## src/rtl/wb_port_arbiter_pkg.sv

```systemverilog
`default_nettype none
// ============================================================================
// Module      : wb_port_arbiter_pkg
// Description : Shared widths, source IDs and defaults for the writeback
//               port arbiter.
// Revision    : 1.0 - initial release
// ============================================================================
package wb_port_arbiter_pkg;

    localparam int c_GPR_AW       = 5;
    localparam int c_DATA_W       = 32;
    localparam int c_NUM_GPR      = 32;
    localparam int c_STARVE_LIMIT = 3;

    localparam logic [0:0] SRC_EXU = 1'b0;
    localparam logic [0:0] SRC_LSU = 1'b1;

    // x0 is hardwired zero, so it can never be written or marked busy.
    function automatic logic is_real_rd(input logic [c_GPR_AW-1:0] rd);
        return |rd;
    endfunction

endpackage
`default_nettype wire

```

## src/rtl/wb_port_arbiter_if.sv

```systemverilog
`default_nettype none
// ============================================================================
// Module      : wb_port_arbiter_if
// Description : Writeback sources, decode hazard query and GPR write port.
// Revision    : 1.0 - initial release
// ============================================================================
interface wb_port_arbiter_if;
    import wb_port_arbiter_pkg::*;

    logic                exu_valid_i;
    logic                exu_ready_o;
    logic [c_GPR_AW-1:0] exu_rd_i;
    logic [c_DATA_W-1:0] exu_data_i;
    logic                exu_regw_i;

    logic                lsu_valid_i;
    logic                lsu_ready_o;
    logic [c_GPR_AW-1:0] lsu_rd_i;
    logic [c_DATA_W-1:0] lsu_data_i;

    logic                issue_load_i;
    logic [c_GPR_AW-1:0] issue_rd_i;
    logic [c_GPR_AW-1:0] rs1_i;
    logic [c_GPR_AW-1:0] rs2_i;
    logic                rs1_busy_o;
    logic                rs2_busy_o;

    logic                rf_we_o;
    logic [c_GPR_AW-1:0] rf_waddr_o;
    logic [c_DATA_W-1:0] rf_wdata_o;

    modport master (
        output exu_valid_i, exu_rd_i, exu_data_i, exu_regw_i,
        output lsu_valid_i, lsu_rd_i, lsu_data_i,
        output issue_load_i, issue_rd_i, rs1_i, rs2_i,
        input  exu_ready_o, lsu_ready_o, rs1_busy_o, rs2_busy_o,
        input  rf_we_o, rf_waddr_o, rf_wdata_o
    );

    modport slave (
        input  exu_valid_i, exu_rd_i, exu_data_i, exu_regw_i,
        input  lsu_valid_i, lsu_rd_i, lsu_data_i,
        input  issue_load_i, issue_rd_i, rs1_i, rs2_i,
        output exu_ready_o, lsu_ready_o, rs1_busy_o, rs2_busy_o,
        output rf_we_o, rf_waddr_o, rf_wdata_o
    );

endinterface
`default_nettype wire

```

## src/rtl/wb_port_arbiter_scoreboard.sv

```systemverilog
`default_nettype none
// ============================================================================
// Module      : wb_busy_scoreboard
// Description : One busy bit per GPR for outstanding loads, two read ports.
// Revision    : 1.0 - initial release
// ============================================================================
module wb_busy_scoreboard
    import wb_port_arbiter_pkg::*;
(
    input  wire logic                clk,
    input  wire logic                rst,
    input  wire logic                i_set_en,
    input  wire logic [c_GPR_AW-1:0] i_set_addr,
    input  wire logic                i_clr_en,
    input  wire logic [c_GPR_AW-1:0] i_clr_addr,
    input  wire logic [c_GPR_AW-1:0] i_rs1_addr,
    input  wire logic [c_GPR_AW-1:0] i_rs2_addr,
    output logic                     o_rs1_busy,
    output logic                     o_rs2_busy
);

    logic [c_NUM_GPR-1:0] r_busy;
    logic [c_NUM_GPR-1:0] w_busy_nxt;

    // Set is applied after clear so a reissued load to the same rd stays busy.
    always_comb begin
        w_busy_nxt = r_busy;
        if (i_clr_en) w_busy_nxt[i_clr_addr] = 1'b0;
        if (i_set_en) w_busy_nxt[i_set_addr] = 1'b1;
        w_busy_nxt[0] = 1'b0;
    end

    always_ff @(posedge clk) begin
        if (rst) r_busy <= '0;
        else     r_busy <= w_busy_nxt;
    end

    assign o_rs1_busy = r_busy[i_rs1_addr];
    assign o_rs2_busy = r_busy[i_rs2_addr];

endmodule
`default_nettype wire

```

## src/rtl/wb_port_arbiter.sv

```systemverilog
`default_nettype none
// ============================================================================
// Module      : wb_port_arbiter
// Description : Shares the GPR write port between EXU and LSU writeback with
//               starvation-bounded priority and a load busy scoreboard.
// Revision    : 1.0 - initial release
// ============================================================================
module wb_port_arbiter
    import wb_port_arbiter_pkg::*;
#(
    parameter int STARVE_LIMIT = c_STARVE_LIMIT,
    parameter int CNT_W        = 2
) (
    input  wire logic          clk,
    input  wire logic          rst,
    wb_port_arbiter_if.slave   bus
);

    localparam logic [CNT_W-1:0] c_LIMIT      = CNT_W'(STARVE_LIMIT);
    localparam logic [0:0]       S_PRIO_EXU   = SRC_EXU;
    localparam logic [0:0]       S_PRIO_LSU   = SRC_LSU;

    logic [0:0]          r_state;
    logic [0:0]          w_state_nxt;
    logic                w_exu_gnt;
    logic                w_lsu_gnt;
    logic [CNT_W-1:0]    r_exu_cnt;
    logic [CNT_W-1:0]    r_lsu_cnt;
    logic [CNT_W-1:0]    w_exu_cnt_nxt;
    logic [CNT_W-1:0]    w_lsu_cnt_nxt;
    logic                r_rf_we;
    logic [c_GPR_AW-1:0] r_rf_waddr;
    logic [c_DATA_W-1:0] r_rf_wdata;
    logic                w_rf_we_nxt;
    logic [c_GPR_AW-1:0] w_rf_waddr_nxt;
    logic [c_DATA_W-1:0] w_rf_wdata_nxt;

    always_ff @(posedge clk) begin
        if (rst) r_state <= S_PRIO_LSU;
        else     r_state <= w_state_nxt;
    end

    // Priority is decided from next-cycle counter values so a starved source
    // wins in the very cycle after its wait reaches the limit.
    always_comb begin
        w_state_nxt = S_PRIO_LSU;
        if (w_lsu_cnt_nxt == c_LIMIT)      w_state_nxt = S_PRIO_LSU;
        else if (w_exu_cnt_nxt == c_LIMIT) w_state_nxt = S_PRIO_EXU;
    end

    always_comb begin
        w_exu_gnt = bus.exu_valid_i & (~bus.lsu_valid_i | (r_state == S_PRIO_EXU));
        w_lsu_gnt = bus.lsu_valid_i & (~bus.exu_valid_i | (r_state == S_PRIO_LSU));
    end

    always_comb begin
        w_exu_cnt_nxt = '0;
        w_lsu_cnt_nxt = '0;
        if (bus.exu_valid_i && !w_exu_gnt)
            w_exu_cnt_nxt = (r_exu_cnt == c_LIMIT) ? r_exu_cnt : r_exu_cnt + CNT_W'(1);
        if (bus.lsu_valid_i && !w_lsu_gnt)
            w_lsu_cnt_nxt = (r_lsu_cnt == c_LIMIT) ? r_lsu_cnt : r_lsu_cnt + CNT_W'(1);
    end

    always_comb begin
        w_rf_we_nxt    = 1'b0;
        w_rf_waddr_nxt = r_rf_waddr;
        w_rf_wdata_nxt = r_rf_wdata;
        if (w_exu_gnt) begin
            w_rf_we_nxt    = bus.exu_regw_i & is_real_rd(bus.exu_rd_i);
            w_rf_waddr_nxt = bus.exu_rd_i;
            w_rf_wdata_nxt = bus.exu_data_i;
        end else if (w_lsu_gnt) begin
            w_rf_we_nxt    = is_real_rd(bus.lsu_rd_i);
            w_rf_waddr_nxt = bus.lsu_rd_i;
            w_rf_wdata_nxt = bus.lsu_data_i;
        end
    end

    always_ff @(posedge clk) begin
        if (rst) begin
            r_exu_cnt  <= '0;
            r_lsu_cnt  <= '0;
            r_rf_we    <= 1'b0;
            r_rf_waddr <= '0;
            r_rf_wdata <= '0;
        end else begin
            r_exu_cnt  <= w_exu_cnt_nxt;
            r_lsu_cnt  <= w_lsu_cnt_nxt;
            r_rf_we    <= w_rf_we_nxt;
            r_rf_waddr <= w_rf_waddr_nxt;
            r_rf_wdata <= w_rf_wdata_nxt;
        end
    end

    wb_busy_scoreboard u_scoreboard (
        .clk        (clk),
        .rst        (rst),
        .i_set_en   (bus.issue_load_i & is_real_rd(bus.issue_rd_i)),
        .i_set_addr (bus.issue_rd_i),
        .i_clr_en   (w_lsu_gnt),
        .i_clr_addr (bus.lsu_rd_i),
        .i_rs1_addr (bus.rs1_i),
        .i_rs2_addr (bus.rs2_i),
        .o_rs1_busy (bus.rs1_busy_o),
        .o_rs2_busy (bus.rs2_busy_o)
    );

    assign bus.exu_ready_o = w_exu_gnt;
    assign bus.lsu_ready_o = w_lsu_gnt;
    assign bus.rf_we_o     = r_rf_we;
    assign bus.rf_waddr_o  = r_rf_waddr;
    assign bus.rf_wdata_o  = r_rf_wdata;

endmodule
`default_nettype wire
```

## src/flat_wrapper.sv

```systemverilog
// flat-port wrapper written by rule: the top's interface ports become plain ports
module wb_port_arbiter_flat import wb_port_arbiter_pkg::*;
#(
    parameter int STARVE_LIMIT = c_STARVE_LIMIT,
    parameter int CNT_W        = 2
)
  (clk, rst, bus_exu_valid_i, bus_exu_rd_i, bus_exu_data_i, bus_exu_regw_i, bus_lsu_valid_i, bus_lsu_rd_i, bus_lsu_data_i, bus_issue_load_i, bus_issue_rd_i, bus_rs1_i, bus_rs2_i, bus_exu_ready_o, bus_lsu_ready_o, bus_rs1_busy_o, bus_rs2_busy_o, bus_rf_we_o, bus_rf_waddr_o, bus_rf_wdata_o);
  wb_port_arbiter_if bus_i ();
  input  wire logic clk;
  input  wire logic rst;
  input wire logic [$bits(bus_i.exu_valid_i)-1:0] bus_exu_valid_i;
  input wire logic [$bits(bus_i.exu_rd_i)-1:0] bus_exu_rd_i;
  input wire logic [$bits(bus_i.exu_data_i)-1:0] bus_exu_data_i;
  input wire logic [$bits(bus_i.exu_regw_i)-1:0] bus_exu_regw_i;
  input wire logic [$bits(bus_i.lsu_valid_i)-1:0] bus_lsu_valid_i;
  input wire logic [$bits(bus_i.lsu_rd_i)-1:0] bus_lsu_rd_i;
  input wire logic [$bits(bus_i.lsu_data_i)-1:0] bus_lsu_data_i;
  input wire logic [$bits(bus_i.issue_load_i)-1:0] bus_issue_load_i;
  input wire logic [$bits(bus_i.issue_rd_i)-1:0] bus_issue_rd_i;
  input wire logic [$bits(bus_i.rs1_i)-1:0] bus_rs1_i;
  input wire logic [$bits(bus_i.rs2_i)-1:0] bus_rs2_i;
  output wire logic [$bits(bus_i.exu_ready_o)-1:0] bus_exu_ready_o;
  output wire logic [$bits(bus_i.lsu_ready_o)-1:0] bus_lsu_ready_o;
  output wire logic [$bits(bus_i.rs1_busy_o)-1:0] bus_rs1_busy_o;
  output wire logic [$bits(bus_i.rs2_busy_o)-1:0] bus_rs2_busy_o;
  output wire logic [$bits(bus_i.rf_we_o)-1:0] bus_rf_we_o;
  output wire logic [$bits(bus_i.rf_waddr_o)-1:0] bus_rf_waddr_o;
  output wire logic [$bits(bus_i.rf_wdata_o)-1:0] bus_rf_wdata_o;
  assign bus_i.exu_valid_i = bus_exu_valid_i;
  assign bus_i.exu_rd_i = bus_exu_rd_i;
  assign bus_i.exu_data_i = bus_exu_data_i;
  assign bus_i.exu_regw_i = bus_exu_regw_i;
  assign bus_i.lsu_valid_i = bus_lsu_valid_i;
  assign bus_i.lsu_rd_i = bus_lsu_rd_i;
  assign bus_i.lsu_data_i = bus_lsu_data_i;
  assign bus_i.issue_load_i = bus_issue_load_i;
  assign bus_i.issue_rd_i = bus_issue_rd_i;
  assign bus_i.rs1_i = bus_rs1_i;
  assign bus_i.rs2_i = bus_rs2_i;
  assign bus_exu_ready_o = bus_i.exu_ready_o;
  assign bus_lsu_ready_o = bus_i.lsu_ready_o;
  assign bus_rs1_busy_o = bus_i.rs1_busy_o;
  assign bus_rs2_busy_o = bus_i.rs2_busy_o;
  assign bus_rf_we_o = bus_i.rf_we_o;
  assign bus_rf_waddr_o = bus_i.rf_waddr_o;
  assign bus_rf_wdata_o = bus_i.rf_wdata_o;
  wb_port_arbiter #(.STARVE_LIMIT(STARVE_LIMIT), .CNT_W(CNT_W)) u_core (.clk(clk), .rst(rst), .bus(bus_i));
endmodule
```

## config.mk

```make
export PLATFORM = sky130hd
export DESIGN_NAME = wb_port_arbiter_flat
export DESIGN_NICKNAME = d
export VERILOG_FILES = /design/src/rtl/wb_port_arbiter_pkg.sv /design/src/rtl/wb_port_arbiter_if.sv /design/src/rtl/wb_port_arbiter_scoreboard.sv /design/src/rtl/wb_port_arbiter.sv /design/src/flat_wrapper.sv
export SDC_FILE = /design/constraint.sdc
export NUM_CORES = 1
export LEC_CHECK = 0
export ABC_AREA = 0
export CAP_MARGIN = 15
export CORE_MARGIN = 2
export CORE_UTILIZATION = 48
export CTS_BUF_LIST = sky130_fd_sc_hd__clkbuf_2 sky130_fd_sc_hd__clkbuf_4 sky130_fd_sc_hd__clkbuf_8
export DETAILED_ROUTE_END_ITERATION = 10
export PLACE_DENSITY = 0.86
export SYNTH_ARGS = -nofsm -noshare
export SYNTH_HDL_FRONTEND = slang
export SYNTH_HIERARCHICAL = 1
export SYNTH_SLANG_ARGS = --single-unit
export TNS_END_PERCENT = 50
```

## constraint.sdc

```tcl
create_clock -name clk -period 2.6 [get_ports clk]
set_input_delay 0.78 -clock clk [delete_from_list [all_inputs] [get_ports clk]]
set_output_delay 0.78 -clock clk [all_outputs]
set_load 0.01 [all_outputs]
```

# == After elaboration in Yosys (flattened, before gate mapping) ==
# Cells that the tools add are included.
# totals
output_inout_bits,42
regBits,75
# classes
n_reduce_logical,11
bitwise_logic,12
n_eq_ne,4
magnitude_cmp,6
muxes,21
addsub,2
# op_table
operator,n
32-bit two-way mux,4
32-bit bitwise AND,1
32-bit NOT,1
32-bit OR,1
5-bit by 6-bit less-than comparator with 1-bit output (second input constant),4
5-bit OR reduction,3
1-bit binary-select mux with 5-bit select,2
1-bit demux with 5-bit select,2
5-bit by 1-bit greater-or-equal comparator with 1-bit output (second input constant),2
5-bit two-way mux,2
2-bit equality test (second input constant),4
2-bit two-way mux,4
1-bit two-way mux,7
2-bit by 1-bit adder with 2-bit output (second input constant),2
1-bit bitwise AND,4
1-bit logical AND,4
1-bit NOT,3
1-bit zero test,2
1-bit OR,2
2-bit nonzero test,1
2-bit OR reduction,1

# == Longest topological paths before layout ==
# logic_depth
depth_word,9
mapped_depth,6
mapped_depth_nobuf,6

# == Modules after synthesis ==
# Netlist, hierarchy kept.
# modules_own_cells
module,cells_per_inst,area_each_um2,instances
wb_port_arbiter,229,2280.9,1
wb_busy_scoreboard,229,1821.7,1

# == Worst setup path before layout ==
# No wires, ideal clock.
# synth_path
path_kind,input to output
startpoint,input port bus_rs1_i[0]
endpoint,output port bus_rs1_busy_o
path_stages,5
path_slack_ps,1
arrival_time_ps,1819
cell_sequence,buf_2 mux4_2 nand2b_1 o211ai_1 nand4_1
# synth_via
elab_chain_cells,2
# synth_lines
item,line,rtl
start: declaration,flat_wrapper.sv:20,input wire logic [$bits(bus_i.rs1_i)-1:0] bus_rs1_i;
1-bit binary-select mux with 5-bit select,wb_port_arbiter_scoreboard.sv:38,assign o_rs1_busy = r_busy[i_rs1_addr];
1-bit two-way mux (not written as such),wb_port_arbiter_scoreboard.sv:38,
end: declaration,flat_wrapper.sv:24,output wire logic [$bits(bus_i.rs1_busy_o)-1:0] bus_rs1_busy_o;
# No other way between the ends. The select of a mux whose other input is x is not followed.

# == Worst setup path after layout ==
# layout_path
startpoint,input port bus_rs2_i[0]
endpoint,output port bus_rs2_busy_o
# layout_via
elab_chain_cells,2
# layout_lines
item,line,rtl
start: declaration,flat_wrapper.sv:21,input wire logic [$bits(bus_i.rs2_i)-1:0] bus_rs2_i;
1-bit binary-select mux with 5-bit select,wb_port_arbiter_scoreboard.sv:39,assign o_rs2_busy = r_busy[i_rs2_addr];
1-bit two-way mux (not written as such),wb_port_arbiter_scoreboard.sv:39,
end: declaration,flat_wrapper.sv:25,output wire logic [$bits(bus_i.rs2_busy_o)-1:0] bus_rs2_busy_o;
# No other way between the ends. The select of a mux whose other input is x is not followed.

==> results_dict.tcl <==
set metrics [dict create \
    status "finished with violations" \
    violations "negative setup slack" \
    cp_slowest_stage_delay_ns 0.49 \
    wirelength_um 12500 \
    regToRegSetupSlack_ns 0.86 \
    core_area_sq_mm 0.00826 \
    ys_warn_count 6 \
    ys_ff_latch 72 \
    synth_top_area_cell "dfxtp_1" \
    postCtsHoldBufs 0 \
    io_pins 137 \
    final_nets 702 \
    grt_pass1_wl_um 19800 \
    hold_ws_ns 0.414 \
    maxCapViolCount 0 \
    area_growth_pct 44.7 \
    period_minus_slack_ns 2.64 \
    rsz0062_at_grt "true" \
    grt_use_met3_pct 9.08 \
    cts_root_buffer "clkbuf_8" \
    clkTransAtPathRegs_ns 0.06 \
    end_kind "output port" \
    min_path_type "flop to flop" \
    die_h_um 96.5 \
    yosysUniqueCellTypes 39 \
    grtUsageTotal_pct 27.3 \
    fin_cells 714 \
    reg2reg_depth 4 \
    cp_max_fo 3 \
    synth_ff_type "dfxtp_1" \
    drt_first_pass_iters 5 \
    ir_worst_vdd_v 0.000334 \
    postSynthCellCount 458 \
    routed_via_density 5.88 \
    grt_pass1_vias 4194 \
    layout_common_cells "121 x clkdlybuf4s50_1, 72 x dfxtp_1, 48 x nor2_1, 38 x a21oi_1, 38 x nand2_1" \
    drcViolationCount 0 \
    ant_nets 0 \
    power_per_cell_area_mw_per_mm2 451 \
    crit_family "multiplexers" \
    async_reset_ff_share_pct 0 \
    slew_headroom_pct 56.3 \
    setup_viol 2 \
    grt_max_degree 38 \
    worst_skew_pair.late_latency_ns 0.34 \
    clockBufferDepth 2 \
    r2r-end "u_core/u_scoreboard/r_busy[20]" \
    port_buffers 136 \
    gp_congestion 0.858 \
    drive_gt1_share_pct 23.5 \
    synth_top_area_share_pct 35.1 \
    fin_ws_ns -0.0410 \
    cts_sinks 72 \
    dpl-instance-area_sq_mm 0.00566 \
    n_antenna_cell 0 \
    fin_skew_ns 0.00836 \
    cts_inserted_buffers 9 \
    synth_edf_count 0 \
    first_iter_violations 329 \
    met1_usage_pct 31.3 \
    holdPathStages 1 \
    hold_end "u_core/r_state" \
    fmaxAchievable_mhz 379 \
    finalMaxSlewViolations 0 \
    final_common_cell "clkdlybuf4s50_1" \
    seq_area_frac_synth_pct 35.1 \
    wl_per_cell_um 17.5 \
    path_cells "buf_8, mux4_2, nand2b_4, o211ai_1, nand4_1, buf_2" \
    crit-reg2reg-launch "u_core/r_state" \
    worstMarginPinSlew_ns 0.653 \
    setup.worst_path.class "input port to output port" \
    synth.avg_cell_area_sq_um 8.96 \
    top_usage_layer "met2" \
    die_w_um 96.5 \
    die_area_sq_mm 0.00930 \
    fin_crit_sh_pct 102 \
    finalHoldViolations 0 \
    final_core_util_pct 71.9 \
    cts-htree-levels 3 \
    initial_core_util_pct 49.7 \
    antenna_found_initial 0 \
    synth_area_sq_mm 0.00410 \
    overflow 0 \
    crit_slowest_cell "mux4_2" \
    vias 4199 \
    crit_arrival_ns 1.86 \
    synth_area_leaders "dfxtp_1 35%, mux2_2 6.3%, o22ai_2 6.1%" \
    met2_usage_pct 46.7 \
    syn_nets 553 \
    crit_path_start_kind "input port" \
    rows 33 \
    cp_data_required_time_ns 1.82 \
    crit_buf_inv 2 \
    dp.cells 697 \
    min_from "u_core/r_exu_cnt[1]" \
    cts_tree "yes" \
    p_leak_uw 0.00222 \
    dpl.hpwl_um 9130 \
    fin_area_sq_mm 0.00594 \
]
[cells in the mapped netlist (all sizes together), types with 2 or more instances]
library cell / n
dfxtp: 72
nor2: 48
a21oi: 39
nand2: 39
nor3: 38
mux2: 37
o22ai: 37
o21ai: 31
buf: 23
mux2i: 18
nand3: 11
clkbuf: 8
mux4: 6
inv: 5
nand3b: 5
nor2b: 5
a22oi: 4
nand2b: 4
nor3b: 4
nand4: 3
o211ai: 3
or4: 3
a211oi: 2
and3: 2
and3b: 2
o2111ai: 2
o21a: 2
or3b: 2
[worst max path at each step]
stage | from | endpoint | slack (ns) | depth (start not counted)
finish | bus_rs2_i[0] | bus_rs2_busy_o | -0.04 | 6
global route | bus_rs1_i[0] | bus_rs1_busy_o | -0.11 | 6
CTS | bus_rs2_i[0] | bus_rs2_busy_o | -0.04 | 6
detailed placement | bus_rs2_i[0] | bus_rs2_busy_o | -0.90 | 6
global placement | bus_rs2_i[0] | bus_rs2_busy_o | -0.88 | 6
floorplan | bus_rs1_i[0] | bus_rs1_busy_o | 0.001 | 5
[metrics by stage]
| stage | total power [uW] | setup WS (ns) | TNS (ns) |
|---|---|---|---|
| after floorplan | 1520 | 0.00127 | 0 |
| after detailed placement | 1870 | -0.900 | -1.79 |
| after CTS | 2680 | -0.0372 | -0.0717 |
| final | 2680 | -0.0410 | -0.0667 |
| after global routing | 2800 | -0.110 | -0.173 |
| after global placement | 1850 | -0.880 | -1.72 |
[state kept, by name, indices dropped and copies added (netlist names)]
signal / cells
u_core/u_scoreboard/r_busy: 31
u_core/bus.rf_waddr_o: 5
u_core/bus.rf_we_o: 1
u_core/bus.rf_wdata_o: 32
u_core/r_state: 1
u_core/r_exu_cnt: 2
[cell families (layout without fill, tap and decap cells)]
logic type      count (synthesis)  in the layout  share of synthesized area [%]
simple gates                  167            167                           21.9
compound gates                122            122                           20.1
flops                          72             72                           35.1
mux                            61             61                           17.8
buf+inv                        36            187                           5.00
[cell type report]
type,instances,area [sq um]
sequential,72,1440
multi-input combinational,350,2510
fill,585,2320
timing repair buffer,169,1660
clock buffer,13,179
inverter,5,18.8
tap,105,131
[power by group]
part	internal, uW	leakage (uW)	switching [uW]	total [uW]
combinational	383	0.00153	302	685
sequential	1150	0.000591	27.3	1180
clock	436	0.0000935	378	814
total	1970	0.00222	707	2680
[routing by layer]
metal  part of all wire (%)  vias up
met1                     38     1976
met4                    2.8        0
li1                       -     1973
met5                      0        -
met2                     48      216
met3                     11       34
[repair_timing]
action                                  CTS  global route
endpoints found under the setup margin    2             2
resized for setup                        42             9
buffers inserted                          2             0
pin swaps                                 5             8
cloned                                    0             2
(Power assumes the default switching activity.)
